## config.mk

```make
export PLATFORM = sky130hd
export DESIGN_NAME = angular_filter_scheduler
export DESIGN_NICKNAME = d
export VERILOG_FILES = /design/src/rtl/angular_filter_pkg.sv /design/src/rtl/angular_tap_mcm.sv /design/src/rtl/angular_filter_scheduler.sv
export SDC_FILE = /design/constraint.sdc
export NUM_CORES = 1
export LEC_CHECK = 0
export CORE_MARGIN = 5
export CORE_UTILIZATION = 55
export CTS_CLUSTER_SIZE = 8
export DETAILED_ROUTE_END_ITERATION = 12
export PLACE_DENSITY = 0.71
export SLEW_MARGIN = 30
export SYNTH_ARGS = -nofsm -noshare
export SYNTH_HDL_FRONTEND = slang
export SYNTH_SLANG_ARGS = --single-unit
```

## constraint.sdc

```tcl
create_clock -name clk -period 38.6 [get_ports clk]
set_input_delay 7.72 -clock clk [delete_from_list [all_inputs] [get_ports clk]]
set_output_delay 7.72 -clock clk [all_outputs]
set_load 0.01 [all_outputs]
```

## src/rtl/angular_filter_pkg.sv

```systemverilog
`default_nettype none
// ============================================================================
//  Module      : angular_filter_pkg
//  Description : Shared definitions for the angular-interpolation scheduler:
//                default sizes, FSM state type, 4-tap coefficient tables for
//                the cubic (fC) and gaussian (fG) filters, and the
//                round/clip helper applied to the filtered sum.
//  Revision    : 1.0 - initial release
// ============================================================================
package angular_filter_pkg;

  localparam int DEF_SW    = 8;
  localparam int DEF_MAX_N = 32;
  localparam int SUM_W     = 17;

  typedef enum logic [1:0] {
    IDLE  = 2'd0,
    LOAD  = 2'd1,
    RUN   = 2'd2,
    DRAIN = 2'd3
  } state_t;

  typedef logic signed [7:0] coef_t;
  typedef coef_t coef_set_t [4];

  // Cubic interpolation filter, indexed by iFact. Every set sums to 64.
  localparam coef_set_t COEF_FC [32] = '{
    '{ 8'sd0, 8'sd64,  8'sd0,  8'sd0}, '{-8'sd1, 8'sd63,  8'sd2,  8'sd0},
    '{-8'sd2, 8'sd62,  8'sd4,  8'sd0}, '{-8'sd2, 8'sd60,  8'sd7, -8'sd1},
    '{-8'sd2, 8'sd58, 8'sd10, -8'sd2}, '{-8'sd3, 8'sd57, 8'sd12, -8'sd2},
    '{-8'sd4, 8'sd56, 8'sd14, -8'sd2}, '{-8'sd4, 8'sd55, 8'sd15, -8'sd2},
    '{-8'sd4, 8'sd54, 8'sd16, -8'sd2}, '{-8'sd5, 8'sd53, 8'sd18, -8'sd2},
    '{-8'sd6, 8'sd52, 8'sd20, -8'sd2}, '{-8'sd6, 8'sd49, 8'sd24, -8'sd3},
    '{-8'sd6, 8'sd46, 8'sd28, -8'sd4}, '{-8'sd5, 8'sd44, 8'sd29, -8'sd4},
    '{-8'sd4, 8'sd42, 8'sd30, -8'sd4}, '{-8'sd4, 8'sd39, 8'sd33, -8'sd4},
    '{-8'sd4, 8'sd36, 8'sd36, -8'sd4}, '{-8'sd4, 8'sd33, 8'sd39, -8'sd4},
    '{-8'sd4, 8'sd30, 8'sd42, -8'sd4}, '{-8'sd4, 8'sd29, 8'sd44, -8'sd5},
    '{-8'sd4, 8'sd28, 8'sd46, -8'sd6}, '{-8'sd3, 8'sd24, 8'sd49, -8'sd6},
    '{-8'sd2, 8'sd20, 8'sd52, -8'sd6}, '{-8'sd2, 8'sd18, 8'sd53, -8'sd5},
    '{-8'sd2, 8'sd16, 8'sd54, -8'sd4}, '{-8'sd2, 8'sd15, 8'sd55, -8'sd4},
    '{-8'sd2, 8'sd14, 8'sd56, -8'sd4}, '{-8'sd2, 8'sd12, 8'sd57, -8'sd3},
    '{-8'sd2, 8'sd10, 8'sd58, -8'sd2}, '{-8'sd1,  8'sd7, 8'sd60, -8'sd2},
    '{ 8'sd0,  8'sd4, 8'sd62, -8'sd2}, '{ 8'sd0,  8'sd2, 8'sd63, -8'sd1}
  };

  // Gaussian smoothing filter, indexed by iFact. Every set sums to 64.
  localparam coef_set_t COEF_FG [32] = '{
    '{8'sd16, 8'sd32, 8'sd16,  8'sd0}, '{8'sd16, 8'sd32, 8'sd16,  8'sd0},
    '{8'sd15, 8'sd31, 8'sd17,  8'sd1}, '{8'sd15, 8'sd31, 8'sd17,  8'sd1},
    '{8'sd14, 8'sd30, 8'sd18,  8'sd2}, '{8'sd14, 8'sd30, 8'sd18,  8'sd2},
    '{8'sd13, 8'sd29, 8'sd19,  8'sd3}, '{8'sd13, 8'sd29, 8'sd19,  8'sd3},
    '{8'sd12, 8'sd28, 8'sd20,  8'sd4}, '{8'sd12, 8'sd28, 8'sd20,  8'sd4},
    '{8'sd11, 8'sd27, 8'sd21,  8'sd5}, '{8'sd11, 8'sd27, 8'sd21,  8'sd5},
    '{8'sd10, 8'sd26, 8'sd22,  8'sd6}, '{8'sd10, 8'sd26, 8'sd22,  8'sd6},
    '{ 8'sd9, 8'sd25, 8'sd23,  8'sd7}, '{ 8'sd9, 8'sd25, 8'sd23,  8'sd7},
    '{ 8'sd8, 8'sd24, 8'sd24,  8'sd8}, '{ 8'sd8, 8'sd24, 8'sd24,  8'sd8},
    '{ 8'sd7, 8'sd23, 8'sd25,  8'sd9}, '{ 8'sd7, 8'sd23, 8'sd25,  8'sd9},
    '{ 8'sd6, 8'sd22, 8'sd26, 8'sd10}, '{ 8'sd6, 8'sd22, 8'sd26, 8'sd10},
    '{ 8'sd5, 8'sd21, 8'sd27, 8'sd11}, '{ 8'sd5, 8'sd21, 8'sd27, 8'sd11},
    '{ 8'sd4, 8'sd20, 8'sd28, 8'sd12}, '{ 8'sd4, 8'sd20, 8'sd28, 8'sd12},
    '{ 8'sd3, 8'sd19, 8'sd29, 8'sd13}, '{ 8'sd3, 8'sd19, 8'sd29, 8'sd13},
    '{ 8'sd2, 8'sd18, 8'sd30, 8'sd14}, '{ 8'sd2, 8'sd18, 8'sd30, 8'sd14},
    '{ 8'sd1, 8'sd17, 8'sd31, 8'sd15}, '{ 8'sd1, 8'sd17, 8'sd31, 8'sd15}
  };

  function automatic coef_t coef_lookup(input logic filt, input logic [4:0] ifact,
                                        input logic [1:0] tap);
    return filt ? COEF_FG[ifact][tap] : COEF_FC[ifact][tap];
  endfunction

  localparam logic signed [SUM_W:0] CLIP_MAX = (SUM_W+1)'((1 << DEF_SW) - 1);

  // (sum + 32) >>> 6, clipped to the unsigned sample range.
  function automatic logic [DEF_SW-1:0] round_clip(input logic signed [SUM_W-1:0] sum);
    logic signed [SUM_W:0] t;
    t = $signed({sum[SUM_W-1], sum}) + 18'sd32;
    t = t >>> 6;
    if (t < 0)
      return '0;
    else if (t > CLIP_MAX)
      return '1;
    else
      return t[DEF_SW-1:0];
  endfunction

endpackage
`default_nettype wire

```

## src/rtl/angular_tap_mcm.sv

```systemverilog
`default_nettype none
// ============================================================================
//  Module      : angular_tap_mcm
//  Description : One filter tap: multiplies an unsigned sample by the table
//                coefficient selected by (filt, ifact, tap) using shifted
//                partial sums of the coefficient magnitude, then applies sign.
//  Ports       : sample - unsigned input sample
//                filt   - 0 = cubic, 1 = gaussian
//                ifact  - fractional position 0..31
//                tap    - tap index 0..3
//                prod   - signed product
//  Revision    : 1.0 - initial release
// ============================================================================
module angular_tap_mcm
  import angular_filter_pkg::*;
#(
  parameter int SW = DEF_SW
) (
  input  logic [SW-1:0]        sample,
  input  logic                 filt,
  input  logic [4:0]           ifact,
  input  logic [1:0]           tap,
  output logic signed [SW+7:0] prod
);

  always_comb begin
    coef_t           c;
    logic [7:0]      mag;
    logic [SW+7:0]   acc;
    c   = coef_lookup(filt, ifact, tap);
    mag = c[7] ? -c : c;
    acc = '0;
    for (int b = 0; b < 8; b++) begin
      if (mag[b]) acc = acc + ((SW+8)'(sample) << b);
    end
    prod = c[7] ? -$signed(acc) : $signed(acc);
  end

endmodule
`default_nettype wire

```

## src/rtl/angular_filter_scheduler.sv

```systemverilog
`default_nettype none
// ============================================================================
//  Module      : angular_filter_scheduler
//  Description : Accepts a row command, buffers n+3 reference samples, then
//                issues one 4-tap filtered sample per cycle through a
//                two-stage (sum, round/clip) pipeline with backpressure.
//  Ports       : cmd_*  - row command (ifact, filter select, sample count)
//                ref_*  - reference sample stream, increasing index
//                out_*  - predicted sample stream, out_last on final sample
//                busy   - any state other than IDLE
//  Revision    : 1.0 - initial release
// ============================================================================
module angular_filter_scheduler
  import angular_filter_pkg::*;
#(
  parameter int MAX_N = DEF_MAX_N,
  parameter int SW    = DEF_SW
) (
  input  logic          clk,
  input  logic          rst,
  input  logic          cmd_valid,
  output logic          cmd_ready,
  input  logic [4:0]    cmd_ifact,
  input  logic          cmd_filt,
  input  logic [5:0]    cmd_n,
  input  logic          ref_valid,
  output logic          ref_ready,
  input  logic [SW-1:0] ref_data,
  output logic          out_valid,
  input  logic          out_ready,
  output logic [SW-1:0] out_data,
  output logic          out_last,
  output logic          busy
);

  localparam int DEPTH = MAX_N + 3;

  state_t                   state, state_nx;
  logic                     cmd_ready_q;
  logic [4:0]               ifact_q;
  logic                     filt_q;
  logic [5:0]               n_q, n_sat, load_cnt, issue_cnt;
  logic [SW-1:0]            line_buf [DEPTH];
  logic                     s1_valid, s1_last;
  logic signed [SUM_W-1:0]  s1_sum, sum_w;
  logic signed [SW+7:0]     prod [4];
  logic                     stall, issue, cmd_hs, load_hs, last_hs, last_issue;

  assign stall      = out_valid && !out_ready;
  assign ref_ready  = (state == LOAD);
  assign busy       = (state != IDLE);
  assign cmd_ready  = cmd_ready_q;
  assign cmd_hs     = cmd_valid && cmd_ready;
  assign load_hs    = ref_valid && ref_ready;
  assign issue      = (state == RUN) && !stall;
  assign last_issue = (issue_cnt == n_q - 6'd1);
  assign last_hs    = out_valid && out_ready && out_last;

  always_comb begin
    n_sat = cmd_n;
    if (cmd_n == 6'd0)
      n_sat = 6'd1;
    else if (cmd_n > 6'(MAX_N))
      n_sat = 6'(MAX_N);
  end

  always_comb begin
    state_nx = state;
    case (state)
      IDLE:    if (cmd_hs) state_nx = LOAD;
      LOAD:    if (load_hs && load_cnt == n_q + 6'd2) state_nx = RUN;
      RUN:     if (issue && last_issue) state_nx = DRAIN;
      DRAIN:   if (last_hs) state_nx = IDLE;
      default: state_nx = IDLE;
    endcase
  end

  // Registered ready keeps cmd_ready low through reset and raises it the
  // cycle after reset is released.
  always_ff @(posedge clk) begin
    if (rst) begin
      state       <= IDLE;
      cmd_ready_q <= 1'b0;
      ifact_q     <= '0;
      filt_q      <= 1'b0;
      n_q         <= '0;
      load_cnt    <= '0;
      issue_cnt   <= '0;
    end else begin
      state       <= state_nx;
      cmd_ready_q <= (state_nx == IDLE);
      if (cmd_hs) begin
        ifact_q  <= cmd_ifact;
        filt_q   <= cmd_filt;
        n_q      <= n_sat;
        load_cnt <= '0;
      end
      if (load_hs) load_cnt <= load_cnt + 6'd1;
      if (state == LOAD && state_nx == RUN) issue_cnt <= '0;
      if (issue) issue_cnt <= issue_cnt + 6'd1;
    end
  end

  always_ff @(posedge clk) begin
    if (load_hs) line_buf[load_cnt] <= ref_data;
  end

  generate
    for (genvar k = 0; k < 4; k++) begin : g_tap
      logic [5:0] idx;
      assign idx = issue_cnt + 6'(k);
      angular_tap_mcm #(.SW(SW)) u_mcm (
        .sample (line_buf[idx]),
        .filt   (filt_q),
        .ifact  (ifact_q),
        .tap    (2'(k)),
        .prod   (prod[k])
      );
    end
  endgenerate

  assign sum_w = SUM_W'(prod[0]) + SUM_W'(prod[1]) + SUM_W'(prod[2]) + SUM_W'(prod[3]);

  // Both stages advance together; a stall freezes the whole pipe so no
  // sample is dropped or duplicated.
  always_ff @(posedge clk) begin
    if (rst) begin
      s1_valid  <= 1'b0;
      s1_last   <= 1'b0;
      s1_sum    <= '0;
      out_valid <= 1'b0;
      out_data  <= '0;
      out_last  <= 1'b0;
    end else if (!stall) begin
      s1_valid  <= issue;
      s1_last   <= issue && last_issue;
      if (issue) s1_sum <= sum_w;
      out_valid <= s1_valid;
      out_last  <= s1_valid && s1_last;
      if (s1_valid) out_data <= SW'(round_clip(s1_sum));
    end
  end

endmodule
`default_nettype wire

```

Yosys cells after proc, flatten, opt, wreduce, memory -nomap -nowiden
Memories as Yosys holds them, arrays and structs flattened. A register that Yosys moved wholly into a read port is not among the register bits.
Cells that the tools add are included.
{"block": "word_totals", "reg_bits": 56, "mem_bits_ro": 2048, "mem_bits_rw": 280, "n_memories": 3, "wordCells": 159, "input_bits": 25, "output_inout_bits": 13}
{"block": "op_classes", "n_reduce_logical": 20, "eq_ne": 6, "order_cmp": 4, "addsub": 46, "bitwise": 2, "muxes": 65}
{"name": "(name not given)", "words": 32, "word_bits": 32, "rd": 1, "rd_ports_with_merged_regs": 0, "write_ports": 0, "line": "angular_filter_pkg.sv:68", "text": "return filt ? COEF_FG[ifact][tap] : COEF_FC[ifact][tap];"}
{"name": "(name not given)", "words": 32, "word_bits": 32, "rd": 1, "rd_ports_with_merged_regs": 0, "write_ports": 0, "line": "angular_filter_pkg.sv:68"}
{"name": "line_buf", "words": 35, "word_bits": 8, "rd": 4, "rd_ports_with_merged_regs": 1, "write_ports": 1, "line": "angular_filter_scheduler.sv:43", "text": "logic [SW-1:0] line_buf [DEPTH];"}
{"op": "16-bit two-way mux", "n": 32}
{"op": "32-bit two-way mux", "n": 4}
{"op": "8-bit two-way mux", "n": 14}
{"op": "16-bit by 10-bit adder with 16-bit output", "n": 4}
{"op": "16-bit by 11-bit adder with 16-bit output", "n": 4}
{"op": "16-bit by 12-bit adder with 16-bit output", "n": 4}
{"op": "16-bit by 13-bit adder with 16-bit output", "n": 4}
{"op": "16-bit by 14-bit adder with 16-bit output", "n": 4}
{"op": "16-bit by 15-bit adder with 16-bit output", "n": 4}
{"op": "16-bit by 9-bit adder with 16-bit output", "n": 4}
{"op": "16-bit negation", "n": 4}
{"op": "6-bit two-way mux", "n": 8}
{"op": "17-bit by 16-bit adder with 17-bit output", "n": 2}
{"op": "8-bit negation", "n": 4}
{"op": "17-bit by 7-bit adder with 18-bit output, second input constant", "n": 1}
{"op": "6-bit by 2-bit adder with 6-bit output, second input constant", "n": 3}
{"op": "16-bit by 16-bit adder with 17-bit output", "n": 1}
{"op": "6-bit by 1-bit adder with 6-bit output, second input constant", "n": 2}
{"op": "6-bit == test", "n": 2}
{"op": "12-bit by 9-bit greater-than comparator with 1-bit output, second input constant", "n": 1}
{"op": "12-bit by 1-bit < comparator with 1-bit output, second input constant", "n": 1}
{"op": "1-bit logical AND", "n": 10}
{"op": "2-bit two-way mux", "n": 4}
{"op": "2-bit case mux with 4 select lines", "n": 1}
{"op": "13 further kinds", "n": 21}

Longest topological paths before layout
Gate-level depths: netlist (run 1).
{"block": "depth", "depth_word": 27, "ltp_mapped": 73, "mapped_depth_nobuf": 60}

Hierarchy
From an unflattened synthesis (run 1), not the netlist that was laid out.
{"block": "hier_totals", "hier_cells": 3881, "hier_area_um2": 39319.0}
{"module": "angular_filter_scheduler", "seq_area_each_um2": 9549.2, "cells_per_inst": 1502, "area_each_um2": 21837.2, "instances": 1}
{"module": "angular_tap_mcm at g_tap[1].u_mcm ...", "seq_area_each_um2": 0.0, "cells_per_inst": 598, "area_each_um2": 4376.7, "instances": 2}
{"module": "angular_tap_mcm at g_tap[3].u_mcm", "seq_area_each_um2": 0.0, "cells_per_inst": 598, "area_each_um2": 4384.2, "instances": 1}
{"module": "angular_tap_mcm at g_tap[0].u_mcm", "seq_area_each_um2": 0.0, "cells_per_inst": 585, "area_each_um2": 4344.2, "instances": 1}

Least setup slack after synthesis (run 1)
No wires, ideal clock.
{"block": "synth_path", "kind": "register -> register", "start": "register issue_cnt[1]", "end": "register s1_sum[15]", "n_path_buf": 12, "required_ps": 38483, "period_less_slack_ps": 13944, "setup_time_ps": 117, "stages_incl_launch_ff": 59, "setup_slack_ps": 24656, "arrival_ps": 13826, "path_cell_list": "dfxtp_1 > clkbuf_1 > buf_1 > buf_2 > buf_2 > inv_1 > clkbuf_1 > ha_1 > buf_2 > buf_2 > buf_2 > buf_2 > buf_2 > buf_2 > buf_2 > mux4_2 > mux4_2 > mux2i_1 > (+23 left out) > inv_1 > ha_1 > a21o_1 > a21oi_1 > o21bai_1 > a21oi_1 > xnor2_1 > a21oi_1 > fa_1 > fa_1 > inv_1 > ha_1 > or3_1 > o21ai_0 > a21oi_1 > a21o_1 > a211o_1 > a32o_1"}
{"block": "synth_via", "elab_chain_cells": 22, "word_cells_on_any_way": 58, "cone_classes": "30 x add/sub; 27 x mux; 1 x memory"}
{"element": "start: declaration", "line": "angular_filter_scheduler.sv:42", "text": "logic [5:0] n_q, n_sat, load_cnt, issue_cnt;"}
{"element": "start signal: assignment", "line": "angular_filter_scheduler.sv:100", "text": "if (issue) issue_cnt <= issue_cnt + 6'd1;"}
{"element": "6-bit by 1-bit adder with 6-bit output", "line": "angular_filter_scheduler.sv:111", "text": "assign idx = issue_cnt + 6'(k);"}
{"element": "memory 35 x 8 bit *"}
{"element": "8-bit two-way mux", "line": "angular_tap_mcm.sv:34", "text": "if (mag[b]) acc = acc + ((SW+8)'(sample) << b);"}
{"element": "16-bit by 9-bit adder with 16-bit output", "line": "angular_tap_mcm.sv:34"}
{"element": "16-bit two-way mux", "line": "angular_tap_mcm.sv:34"}
{"element": "16-bit by 10-bit adder with 16-bit output", "line": "angular_tap_mcm.sv:34"}
{"element": "16-bit two-way mux", "line": "angular_tap_mcm.sv:34"}
{"element": "16-bit by 11-bit adder with 16-bit output", "line": "angular_tap_mcm.sv:34"}
{"element": "(+6 left out)"}
{"element": "16-bit two-way mux", "line": "angular_tap_mcm.sv:34"}
{"element": "16-bit by 15-bit adder with 16-bit output", "line": "angular_tap_mcm.sv:34"}
{"element": "16-bit two-way mux", "line": "angular_tap_mcm.sv:34"}
{"element": "16-bit negation", "line": "angular_tap_mcm.sv:36", "text": "prod = c[7] ? -$signed(acc) : $signed(acc);"}
{"element": "16-bit two-way mux", "line": "angular_tap_mcm.sv:36"}
{"element": "16-bit by 16-bit adder with 17-bit output", "line": "angular_filter_scheduler.sv:122", "text": "assign sum_w = SUM_W'(prod[0]) + SUM_W'(prod[1]) + SUM_W'(prod[2]) + SUM_W'(prod[3]);"}
{"element": "17-bit by 16-bit adder with 17-bit output", "line": "angular_filter_scheduler.sv:122"}
{"element": "17-bit by 16-bit adder with 17-bit output *", "line": "angular_filter_scheduler.sv:122"}
{"element": "end signal: assignment", "line": "angular_filter_scheduler.sv:137", "text": "if (issue) s1_sum <= sum_w;"}
{"element": "end: declaration", "line": "angular_filter_scheduler.sv:45", "text": "logic signed [SUM_W-1:0] s1_sum, sum_w;"}
Mark *: on every way between the ends. The rest lies on a longest branch, timed or not.
A chain may end at the register's enable or synchronous reset.

Worst setup path after layout (run 1)
Same ends and word-level chain as after synthesis.

==> out/qor.csv, run 1 <==
stage,metric,value,unit
global_routing,vias in the first global route,22806,
clocking,post_cts resized,0,
power,peak supply drop,0.00003907,V
run,Max-cap violations,0,
setup_path,reg2reg start,issue_cnt[1]$_SDFFE_PP0N_,
setup_path,required time of the worst setup path,39.06,ns
route,WL final,89.37,mm
timing,clock skew,0.01629,ns
route,via count,23282,
global_routing,global-route wire length before repair,136.3,mm
route,routed len/inst,26.61,um
timing,setup slack after layout,23.93,ns
die,Starting Density,55.79,%
die,FP Rows,85,
logic_synthesis,synthesized instance count,2633,
clocking,CTS Root Cell,clkbuf_16,
power,NetSw,521.1,uW
clocking,Num Clock Sinks,337,
global_routing,largest net degree at the start of global routing,132,
logic_synthesis,syn_area_per_cell,11.47,um2
setup_path,r2r setup slk,23.93,ns
power,clock share of power,27.0,%
power,PwrDens,43.62,nW/um2
setup_path,FF-to-FF End,s1_sum[15]$_SDFFE_PP0P_,
logic_synthesis,synthesized flop and latch total,337,
hold_path,Hold Path Class,flop to flop,
clocking,CTS buffer count,48,
die,# IOs,38,
clocking,CTS tree,done,
power,leak pwr,11.68,nW
die,die height,244.3,um
clocking,setup bufs post-CTS,0,
setup_path,"most used cell, CP",a21oi_1,
logic_synthesis,Synth async-reset ratio,0,%
placement,Placed Area,31320,um2
setup_path,CP startpoint,issue_cnt[1]$_SDFFE_PP0N_,
setup_path,crit end category,flop,
logic_synthesis,sequential area share after synthesis,31.62,%
timing,min Tclk post-route,14.67,ns
clocking,clk buf depth,3,
cells_and_area,P&R area growth vs syn,8.158,%
logic_synthesis,post-synth top area share,27.84,%
die,core area,54130,um2
setup_path,"Data arrival, critical path",15.14,ns
logic_synthesis,Synth Net Count,2884,
setup_path,Setup crit end,s1_sum[15]$_SDFFE_PP0P_,
cells_and_area,design area,32660,um2
global_routing,initial antenna violation count,1,
setup_path,crit-path max FO,58,
logic_synthesis,Synth area leader,edfxtp_1,
route,final antenna-violating net count,0,
logic_synthesis,ranking of synthesized cells by area,"edfxtp_1 28%, mux4_2 22%, ha_1 7.4%",
power,overall power,1.425,mW
power,Comb pwr share,45.1,%
die,DIE WIDTH,244.3,um
global_routing,Total GRT Usage,29.49,%
die,die area,59690,um2
route,DR pass1 iterations,8,
logic_synthesis,"Top FF cell, synth",edfxtp_1,
timing,Tightest Pin Transition,1.017,ns
setup_path,Startpoint Class,flop,
global_routing,grt total ovfl,0,
timing,Final setup viols,0,
power,register share of total power,27.9,%
route,DRC Markers,0,
timing,final-report max-slew violation count,0,
logic_synthesis,synthesized area,30200,um2
timing,period utilisation layout,38.01,%
placement,pre-CTS setup slack,23.87,ns
setup_path,worst r2r path cells,56,
setup_path,CP Class,flop to flop,
timing,RSZ-0062 raised after global routing,no,
cells_and_area,share of cells above drive strength 1,20.89,%
cells_and_area,final core utilization,60.34,%
logic_synthesis,most instantiated library cell after synthesis,mux4_2,
clocking,Clock H-tree levels,2,
setup_path,CP max stage delay,0.92,ns
logic_synthesis,Yosys cell types,88,
timing,Fmax achieved,0.06815,GHz
placement,PortBufs,37,
timing,Slew headroom,31.93,%
clocking,clk_lat worst skew,0.58,ns
timing,Final Hold Fails,0,
clocking,"Hold-fix buffers, CTS",0,
setup_path,Critical-path top delay cell,ha_4,
timing,TNS Setup,0,ns
route,Vias per Instance,6.933,
logic_synthesis,synth warn,0,
power,switching share of power,36.57,%
logic_synthesis,Post-synth EDFFs,280,
logic_synthesis,top post-synthesis cells by count,"291 x mux4_2, 280 x edfxtp_1, 226 x nor2_1, 214 x a21oi_1, 179 x ha_1",
route,Iter 0 DRT Violations,2543,
cells_and_area,diodes inserted,0,
placement,dpl hpwl,64.25,mm
run_status,outcome,"finished, final reports clean",
clocking,"Clk pin slew, worst setup/hold paths",0.05,ns
placement,gpl congestion,1.010,
cells_and_area,post-layout net count,2892,
power,P_int,903.9,uW
[through the flow]
| stage | hold WS [ns] | std cells |
|---|---|---|
| floorplan | 0.4366 | 2633 |
| global placement | 0.4495 | 3287 |
| detailed placement | 0.4543 | 3287 |
| CTS | 0.4884 | 3358 |
| global route | 0.5077 | 3358 |
| finish | 0.4857 | 3358 |
[power by group through the flow]
stage / Clock (mW) / Combinational, mW / Sequential (mW)
final: 0.385 / 0.642 / 0.397
after global routing: 0.405 / 0.712 / 0.397
after CTS: 0.388 / 0.638 / 0.397
after detailed placement: 0 / 0.632 / 0.404
after global placement: 0 / 0.615 / 0.404
after floorplan: 0 / 0.496 / 0.403
[worst min-delay path by stage]
stage	end	from	depth (start not counted)
2_1_floorplan	s1_last$_SDFFE_PP0N_	s1_last$_SDFFE_PP0N_	2
3_3_place_gp	s1_last$_SDFFE_PP0N_	s1_last$_SDFFE_PP0N_	2
3_5_place_dp	s1_last$_SDFFE_PP0N_	s1_last$_SDFFE_PP0N_	2
4_1_cts	out_data[0]$_SDFFE_PP0P_	out_data[0]$_SDFFE_PP0P_	2
5_1_grt	s1_last$_SDFFE_PP0N_	s1_last$_SDFFE_PP0N_	2
6_report	out_data[0]$_SDFFE_PP0P_	out_data[0]$_SDFFE_PP0P_	2
[registers in the layout (all words and copies together), names as in the netlist, 2 cells and up, named ones only]
signal,count
out_data,8
ifact_q,5
state,2
line_buf,280
issue_cnt,6
load_cnt,6
n_q,6
s1_sum,12
[layout by cell type, fill, tap and decap left out, types with 13 or more instances in the layout]
master / n
xnor2_1: 115
mux2_2: 75
ha_1: 178
nand2_1: 152
nor2_2: 22
a22oi_1: 14
o21bai_1: 39
a31oi_1: 27
nor3_1: 19
mux2i_1: 92
xor2_1: 36
mux4_2: 291
buf_4: 60
a21o_1: 40
nor2_1: 204
fa_1: 47
clkbuf_1: 20
nand2b_1: 27
nor2b_1: 40
nand3_1: 47
a21oi_1: 213
clkbuf_16: 48
o21ai_0: 81
clkdlybuf4s50_1: 32
edfxtp_1: 280
and2_1: 20
or3_1: 18
inv_1: 125
o21a_1: 20
a211oi_1: 20
dfxtp_1: 53
o31ai_1: 13
[per-layer routing]
layer | share of wire, % | GRT usage [%] | vias to the layer above | wire, um
li1 | - | - | 10178 | -
met4 | 6.2 | 14.95 | 0 | 5498
met2 | 48 | 49.34 | 1261 | 43320
met3 | 9.0 | 5.230 | 303 | 8074
met1 | 36 | 37.13 | 11540 | 32480
met5 | 0 | 0 | - | 0
[layout make-up]
| type | instances | area [um2] |
|---|---|---|
| flip-flops and latches | 337 | 9562 |
| well taps | 696 | 870.8 |
| repair buffers | 98 | 822.0 |
| inverters | 132 | 495.5 |
| clock inverters | 3 | 55.05 |
| clock buffers | 68 | 1276 |
| fillers | 4161 | 21470 |
| multi-input cells | 2024 | 19580 |
[critical path, delay by kind of cell, from the launching register on]
kind	cells	cell delay [ns]
flip-flops	1	0.31
AO/OA/AOI/OAI	21	4.31
adder cells (fa/ha/maj)	10	4.31
buffers and inverters	9	2.38
AND/OR/NAND/NOR	6	0.66
multiplexers	4	1.62
XOR/XNOR	6	0.84
[kinds of logic after synthesis]
kind of cell | Yosys count | share of synthesized area [%]
AND/OR/NAND/NOR | 610 | 9.487
AO/OA/AOI/OAI | 569 | 12.05
multiplexers | 463 | 27.89
flip-flops | 337 | 31.62
buffers and inverters | 272 | 3.899
adder cells (fa/ha/maj) | 226 | 10.53
XOR/XNOR | 156 | 4.524
(Power assumes the default switching activity.)
==> inputs of run 2 (changes only) <==
Clock period 38.6 ns to 13.9 ns, I/O delays scaled along.
==> out/qor.csv, run 2 (same netlist as run 1, synthesis figures left out) <==
stage,metric,value,unit,change
global_routing,Total GRT Usage,29.85,%,was 29.49%
route,Vias per Instance,6.969,,was 6.933
setup_path,required time of the worst setup path,14.36,ns,was 39.06 ns
die,die height,244.3,um,unchanged
cells_and_area,Top Registers,"line_buf: 280 flops, s1_sum: 12 flops, out_data: 8 flops",,unchanged
power,peak supply drop,0.0001319,V,was 0.00003907 V
die,# IOs,38,,unchanged
clocking,clk buf depth,3,,unchanged
timing,TNS Setup,0,ns,unchanged
die,die area,59690,um2,unchanged
placement,gpl congestion,1.000,,was 1.010
cells_and_area,"commonest non-fill, non-tap cell in the layout",mux4_2,,unchanged
setup_path,"Data arrival, critical path",13.68,ns,was 15.14 ns
setup_path,CP Buf/Inv Count,9,,unchanged
global_routing,global-route wire length before repair,138.1,mm,was 136.3 mm
setup_path,CP max stage delay,0.57,ns,was 0.92 ns
power,P_int,2.545,mW,was 903.9 uW
placement,Placed Area,31390,um2,was 31320 um2
timing,Final setup viols,0,,unchanged
clocking,CTS buffer count,48,,unchanged
timing,Final Hold Fails,0,,unchanged
global_routing,vias in the first global route,23241,,was 22.81k
power,PwrDens,122.0,nW/um2,was 43.62 nW/um2
setup_path,Critical-path top delay cell,ha_4,,unchanged
die,DIE WIDTH,244.3,um,unchanged
hold_path,Hold Path Class,flop to flop,,unchanged
run_status,outcome,"finished, final reports clean",,unchanged
global_routing,met2 GRT Util,47.90,%,was 49.34%
placement,PortBufs,37,,unchanged
setup_path,crit end category,flop,,unchanged
route,WL final,90.56,mm,was 89.37 mm
placement,dpl hpwl,65.11,mm,was 64.25 mm
setup_path,critical path's top delay family,compound AO/OA/AOI/OAI gates,,unchanged
clocking,Clock H-tree levels,2,,unchanged
global_routing,met1 Usage GRT,38.14,%,was 37.13%
clocking,"Clk pin slew, worst setup/hold paths",0.05,ns,about the same
route,Iter 0 DRT Violations,2483,,was 2543
power,clock share of power,27.7,%,was 27.0%
clocking,CTS tree,done,,unchanged
timing,Tightest Pin Transition,1.047,ns,was 1.017 ns
cells_and_area,diodes inserted,0,,unchanged
timing,clock skew,0.02689,ns,was 0.01629 ns
placement,Placed Instances,3293,,was 3287
route,via count,23521,,was 23.28k
timing,min Tclk post-route,13.21,ns,was 14.67 ns
die,core area,54130,um2,unchanged
power,register share of total power,27.5,%,was 27.9%
run,Max-cap violations,0,,unchanged
route,DR pass1 iterations,5,,was 8
setup_path,Startpoint Class,flop,,unchanged
cells_and_area,design area,32880,um2,was 32660 um2
timing,final-report max-slew violation count,0,,unchanged
cells_and_area,Non-Filler Instances,3375,,was 3358
setup_path,"most used cell, CP",a21oi_1,,unchanged
cells_and_area,P&R area growth vs syn,8.858,%,was 8.158%
die,Starting Density,55.79,%,unchanged
route,DRC Markers,0,,unchanged
cells_and_area,Biggest register,line_buf,,unchanged
power,NetSw,1.466,mW,was 521.1 uW
cells_and_area,number of flip-flops in the largest register,280,,unchanged
clocking,clk_lat worst skew,0.58,ns,about the same
global_routing,grt total ovfl,0,,unchanged
global_routing,gr busiest metal,met2,,unchanged
cells_and_area,number of fill cells,4170,,was 4161
global_routing,largest net degree at the start of global routing,72,,was 132
clocking,CTS Root Cell,clkbuf_16,,unchanged
setup_path,crit-path max FO,41,,was 58
timing,period utilisation layout,95.05,%,was 38.01%
timing,Slew headroom,29.73,%,was 31.93%
route,final antenna-violating net count,0,,unchanged
cells_and_area,post-layout net count,2900,,was 2892
clocking,"Hold-fix buffers, CTS",0,,unchanged
cells_and_area,most frequent cells in the layout,"291 x mux4_2, 280 x edfxtp_1, 212 x a21oi_1",,"was 291 x mux4_2, 280 x edfxtp_1, 213 x a21oi_1"
global_routing,M3 GR Usage,5.831,%,was 5.230%
setup_path,CP Class,flop to flop,,unchanged
clocking,Num Clock Sinks,337,,unchanged
timing,Fmax achieved,0.07569,GHz,was 0.06815 GHz
power,Comb pwr share,44.8,%,was 45.1%
clocking,post_cts resized,0,,unchanged
global_routing,initial antenna violation count,0,,was 1
clocking,setup bufs post-CTS,0,,unchanged
cells_and_area,share of cells above drive strength 1,21.31,%,was 20.89%
power,switching share of power,36.55,%,was 36.57%
die,FP Rows,85,,unchanged
power,leak pwr,11.78,nW,was 11.68 nW
timing,RSZ-0062 raised after global routing,no,,unchanged
route,routed len/inst,26.83,um,was 26.61 um
run 2: cell count changes in the layout (fill, tap and decap cells not counted), sizes merged:
cell	previous run	this run
buf	66	77
inv	128	129
clkinv	6	5
clkbuf	68	77
clkdlybuf4s50	32	29
run 2: cell type report:
cell class                 count  area [um2]  share of cell area [%]
clock buffer                  77        1341                   4.080
tap                          696       870.8                   2.649
multi-input combinational   2024       19620                   59.69
timing repair buffer         106       912.1                   2.774
sequential                   337        9562                   29.08
inverter                     132       495.5                   1.507
clock inverter                 3       70.07                  0.2131
run 2: layer usage:
layer	vias to the layer above	wire (um)
li1	10216	-
met1	11523	33300
met2	1431	41970
met3	351	8687
met4	0	6606
met5	-	0
run 2: final timing paths:
kind	cells past startpoint	start	end	slack, ns
setup reg to reg	57	issue_cnt[1]$_SDFFE_PP0N_	s1_sum[15]$_SDFFE_PP0P_	0.69
hold reg to reg	2	s1_last$_SDFFE_PP0N_	s1_last$_SDFFE_PP0N_	0.46
setup / recovery	57	issue_cnt[1]$_SDFFE_PP0N_	s1_sum[15]$_SDFFE_PP0P_	0.69
hold / removal	2	s1_last$_SDFFE_PP0N_	s1_last$_SDFFE_PP0N_	0.46
run 2: tightest hold or removal path, delay by kind of cell (launching register included):
family             cells  cell delay, ns
AOI/OAI and AO/OA      1            0.05
DFF                    1            0.31
and+or+nand+nor        1            0.05
run 2: power by group through the flow:
| stage | Combinational [mW] | Clock [mW] | Sequential (mW) |
|---|---|---|---|
| global placement | 1.71 | 0 | 1.12 |
| detailed placement | 1.76 | 0 | 1.12 |
| finish | 1.80 | 1.11 | 1.10 |
| global route | 2.00 | 1.17 | 1.10 |
| floorplan | 1.38 | 0 | 1.12 |
| CTS | 1.78 | 1.12 | 1.10 |
run 2: per-stage QoR:
step / power (mW) / worst slack [ns] / utilization [%] / hold slack, ns
floorplan: 2.498 / 0.03547 / - / 0.4366
global placement: 2.836 / 0.9457 / 57.89 / 0.4573
detailed placement: 2.885 / 0.6442 / 57.98 / 0.4557
CTS: 4.004 / 0.6036 / 60.59 / 0.4615
global route: 4.276 / 0.07095 / 60.73 / 0.4798
finish: 4.011 / 0.6876 / 60.73 / 0.4621
==> inputs of run 3 (changes only) <==
Settings changed: SLEW_MARGIN 30 to 20, TNS_END_PERCENT set to 50.
==> out/qor.csv, run 3 (same netlist as run 1, synthesis figures left out) <==
stage,metric,value,unit,change
route,Iter 0 DRT Violations,2710,,was 2483
cells_and_area,Biggest register,line_buf,,unchanged
setup_path,FF-to-FF End,s1_sum[15]$_SDFFE_PP0P_,,unchanged
clocking,"Clk pin slew, worst setup/hold paths",0.05,ns,about the same
global_routing,initial antenna violation count,0,,unchanged
route,Vias per Instance,7.003,,was 6.969
cells_and_area,P&R area growth vs syn,8.502,%,was 8.858%
placement,dpl hpwl,65.24,mm,was 65.11 mm
clocking,Clock H-tree levels,2,,unchanged
cells_and_area,final core utilization,60.53,%,was 60.73%
hold_path,Hold Path Class,flop to flop,,unchanged
clocking,CTS tree,done,,unchanged
power,peak supply drop,0.0001257,V,was 0.0001319 V
setup_path,worst r2r path cells,57,,unchanged
cells_and_area,post-layout net count,2900,,unchanged
timing,TNS Setup,0,ns,unchanged
global_routing,Total GRT Usage,30.01,%,was 29.85%
global_routing,vias in the first global route,23308,,was 23.24k
setup_path,CP Class,flop to flop,,unchanged
timing,Slew headroom,17.44,%,was 29.73%
timing,hold slack,0.4598,ns,was 0.4621 ns
timing,RSZ-0062 raised after global routing,no,,unchanged
global_routing,global-route wire length before repair,138.5,mm,was 138.1 mm
setup_path,crit-path max FO,71,,was 41
cells_and_area,"commonest non-fill, non-tap cell in the layout",mux4_2,,unchanged
power,overall power,4.001,mW,was 4.011 mW
route,WL final,91.59,mm,was 90.56 mm
run,Max-cap violations,0,,unchanged
timing,period utilisation layout,94.96,%,was 95.05%
clocking,"Hold-fix buffers, CTS",0,,unchanged
die,die height,244.3,um,unchanged
global_routing,largest net degree at the start of global routing,72,,unchanged
power,PwrDens,122.1,nW/um2,was 122.0 nW/um2
die,DIE WIDTH,244.3,um,unchanged
setup_path,required time of the worst setup path,14.37,ns,was 14.36 ns
timing,Final setup viols,0,,unchanged
power,leak pwr,11.75,nW,was 11.78 nW
timing,Fmax achieved,0.07576,GHz,was 0.07569 GHz
cells_and_area,Top Registers,"line_buf: 280 flops, s1_sum: 12 flops, out_data: 8 flops",,unchanged
timing,clock skew,0.01825,ns,was 0.02689 ns
setup_path,reg2reg start,issue_cnt[1]$_SDFFE_PP0N_,,unchanged
die,Starting Density,55.79,%,unchanged
timing,final-report max-slew violation count,0,,unchanged
setup_path,Setup crit end,s1_sum[15]$_SDFFE_PP0P_,,unchanged
clocking,clk buf depth,3,,unchanged
die,FP Rows,85,,unchanged
route,final antenna-violating net count,0,,unchanged
setup_path,CP max stage delay,0.62,ns,was 0.57 ns
cells_and_area,most frequent cells in the layout,"291 x mux4_2, 280 x edfxtp_1, 214 x nor2_1, 214 x a21oi_1, 178 x ha_1",,"was 291 x mux4_2, 280 x edfxtp_1, 212 x a21oi_1"
setup_path,crit end category,flop,,unchanged
global_routing,grt total ovfl,0,,unchanged
setup_path,CP startpoint,issue_cnt[1]$_SDFFE_PP0N_,,unchanged
route,routed len/inst,27.13,um,was 26.83 um
route,DRC Markers,0,,unchanged
cells_and_area,number of flip-flops in the largest register,280,,unchanged
cells_and_area,design area,32770,um2,was 32880 um2
run_status,outcome,"finished, final reports clean",,unchanged
clocking,clk_lat worst skew,0.59,ns,was 0.58 ns
timing,Final Hold Fails,0,,unchanged
cells_and_area,number of fill cells,4195,,was 4170
setup_path,"most used cell, CP",a21oi_1,,unchanged
route,via count,23642,,was 23.52k
die,core area,54130,um2,unchanged
setup_path,Critical-path top delay cell,buf_6,,was ha_4
route,DR pass1 iterations,5,,unchanged
clocking,Num Clock Sinks,337,,unchanged
die,die area,59690,um2,unchanged
timing,Tightest Pin Transition,1.234,ns,was 1.047 ns
setup_path,"Data arrival, critical path",13.67,ns,was 13.68 ns
placement,PortBufs,37,,unchanged
placement,gpl congestion,1.000,,unchanged
timing,min Tclk post-route,13.20,ns,was 13.21 ns
setup_path,r2r setup slk,0.70,ns,was 0.69 ns
setup_path,Startpoint Class,flop,,unchanged
clocking,CTS buffer count,48,,unchanged
clocking,CTS Root Cell,clkbuf_16,,unchanged
cells_and_area,share of cells above drive strength 1,20.87,%,was 21.31%
placement,Placed Area,31360,um2,was 31390 um2
die,# IOs,38,,unchanged
## run 3: area by class of cell
cell class | instances | area, um2 | area share, %
multi-input combinational | 2024 | 19560 | 59.70
timing repair buffer | 106 | 893.4 | 2.726
antenna | 1 | 2.502 | 0.007637
clock inverter | 3 | 47.55 | 0.1451
inverter | 132 | 499.2 | 1.524
clock buffer | 77 | 1331 | 4.063
sequential | 337 | 9562 | 29.18
tap | 696 | 870.8 | 2.658
## run 3: how the worst min path moves through the flow
stage,endpoint,depth (start not counted),start
2_1_floorplan,s1_last$_SDFFE_PP0N_,2,s1_last$_SDFFE_PP0N_
3_3_place_gp,s1_last$_SDFFE_PP0N_,2,s1_last$_SDFFE_PP0N_
3_5_place_dp,s1_last$_SDFFE_PP0N_,2,s1_last$_SDFFE_PP0N_
4_1_cts,s1_last$_SDFFE_PP0N_,2,s1_last$_SDFFE_PP0N_
5_1_grt,s1_last$_SDFFE_PP0N_,2,s1_last$_SDFFE_PP0N_
6_report,s1_last$_SDFFE_PP0N_,2,s1_last$_SDFFE_PP0N_
## run 3: timing repair
item	in CTS	in global routing
setup endpoints to repair	0	5
resized for setup	0	3
setup buffers	0	2
## run 3: layer usage
layer	track usage [%]	vias to the layer above	routed length, um
met4	17.44	0	6425
li1	-	10213	-
met1	38.44	11529	32890
met3	5.143	353	9210
met2	48.50	1547	43060
met5	0	-	0
## run 3: report_power, final
group          internal, mW  switching [mW]
clock network         0.651           0.450
registers              1.10         0.00571
logic                 0.774            1.02
## run 3: worst max-delay path: cells and delay by family, from the launching register on
family | cells | cell delay, ns
multiplexers | 2 | 0.57
adder cells (fa/ha/maj) | 10 | 3.84
AO/OA/AOI/OAI | 22 | 4.47
XOR/XNOR | 7 | 1.09
buffers and inverters | 8 | 1.87
AND/OR/NAND/NOR | 8 | 0.86
flip-flops | 1 | 0.33
## run 3: stage by stage
step,setup WS (ns),instances
2_1_floorplan,0.03547,2633
3_3_place_gp,0.9457,3293
3_5_place_dp,0.6554,3293
4_1_cts,0.5810,3373
6_report,0.7012,3376
5_1_grt,0.001557,3375
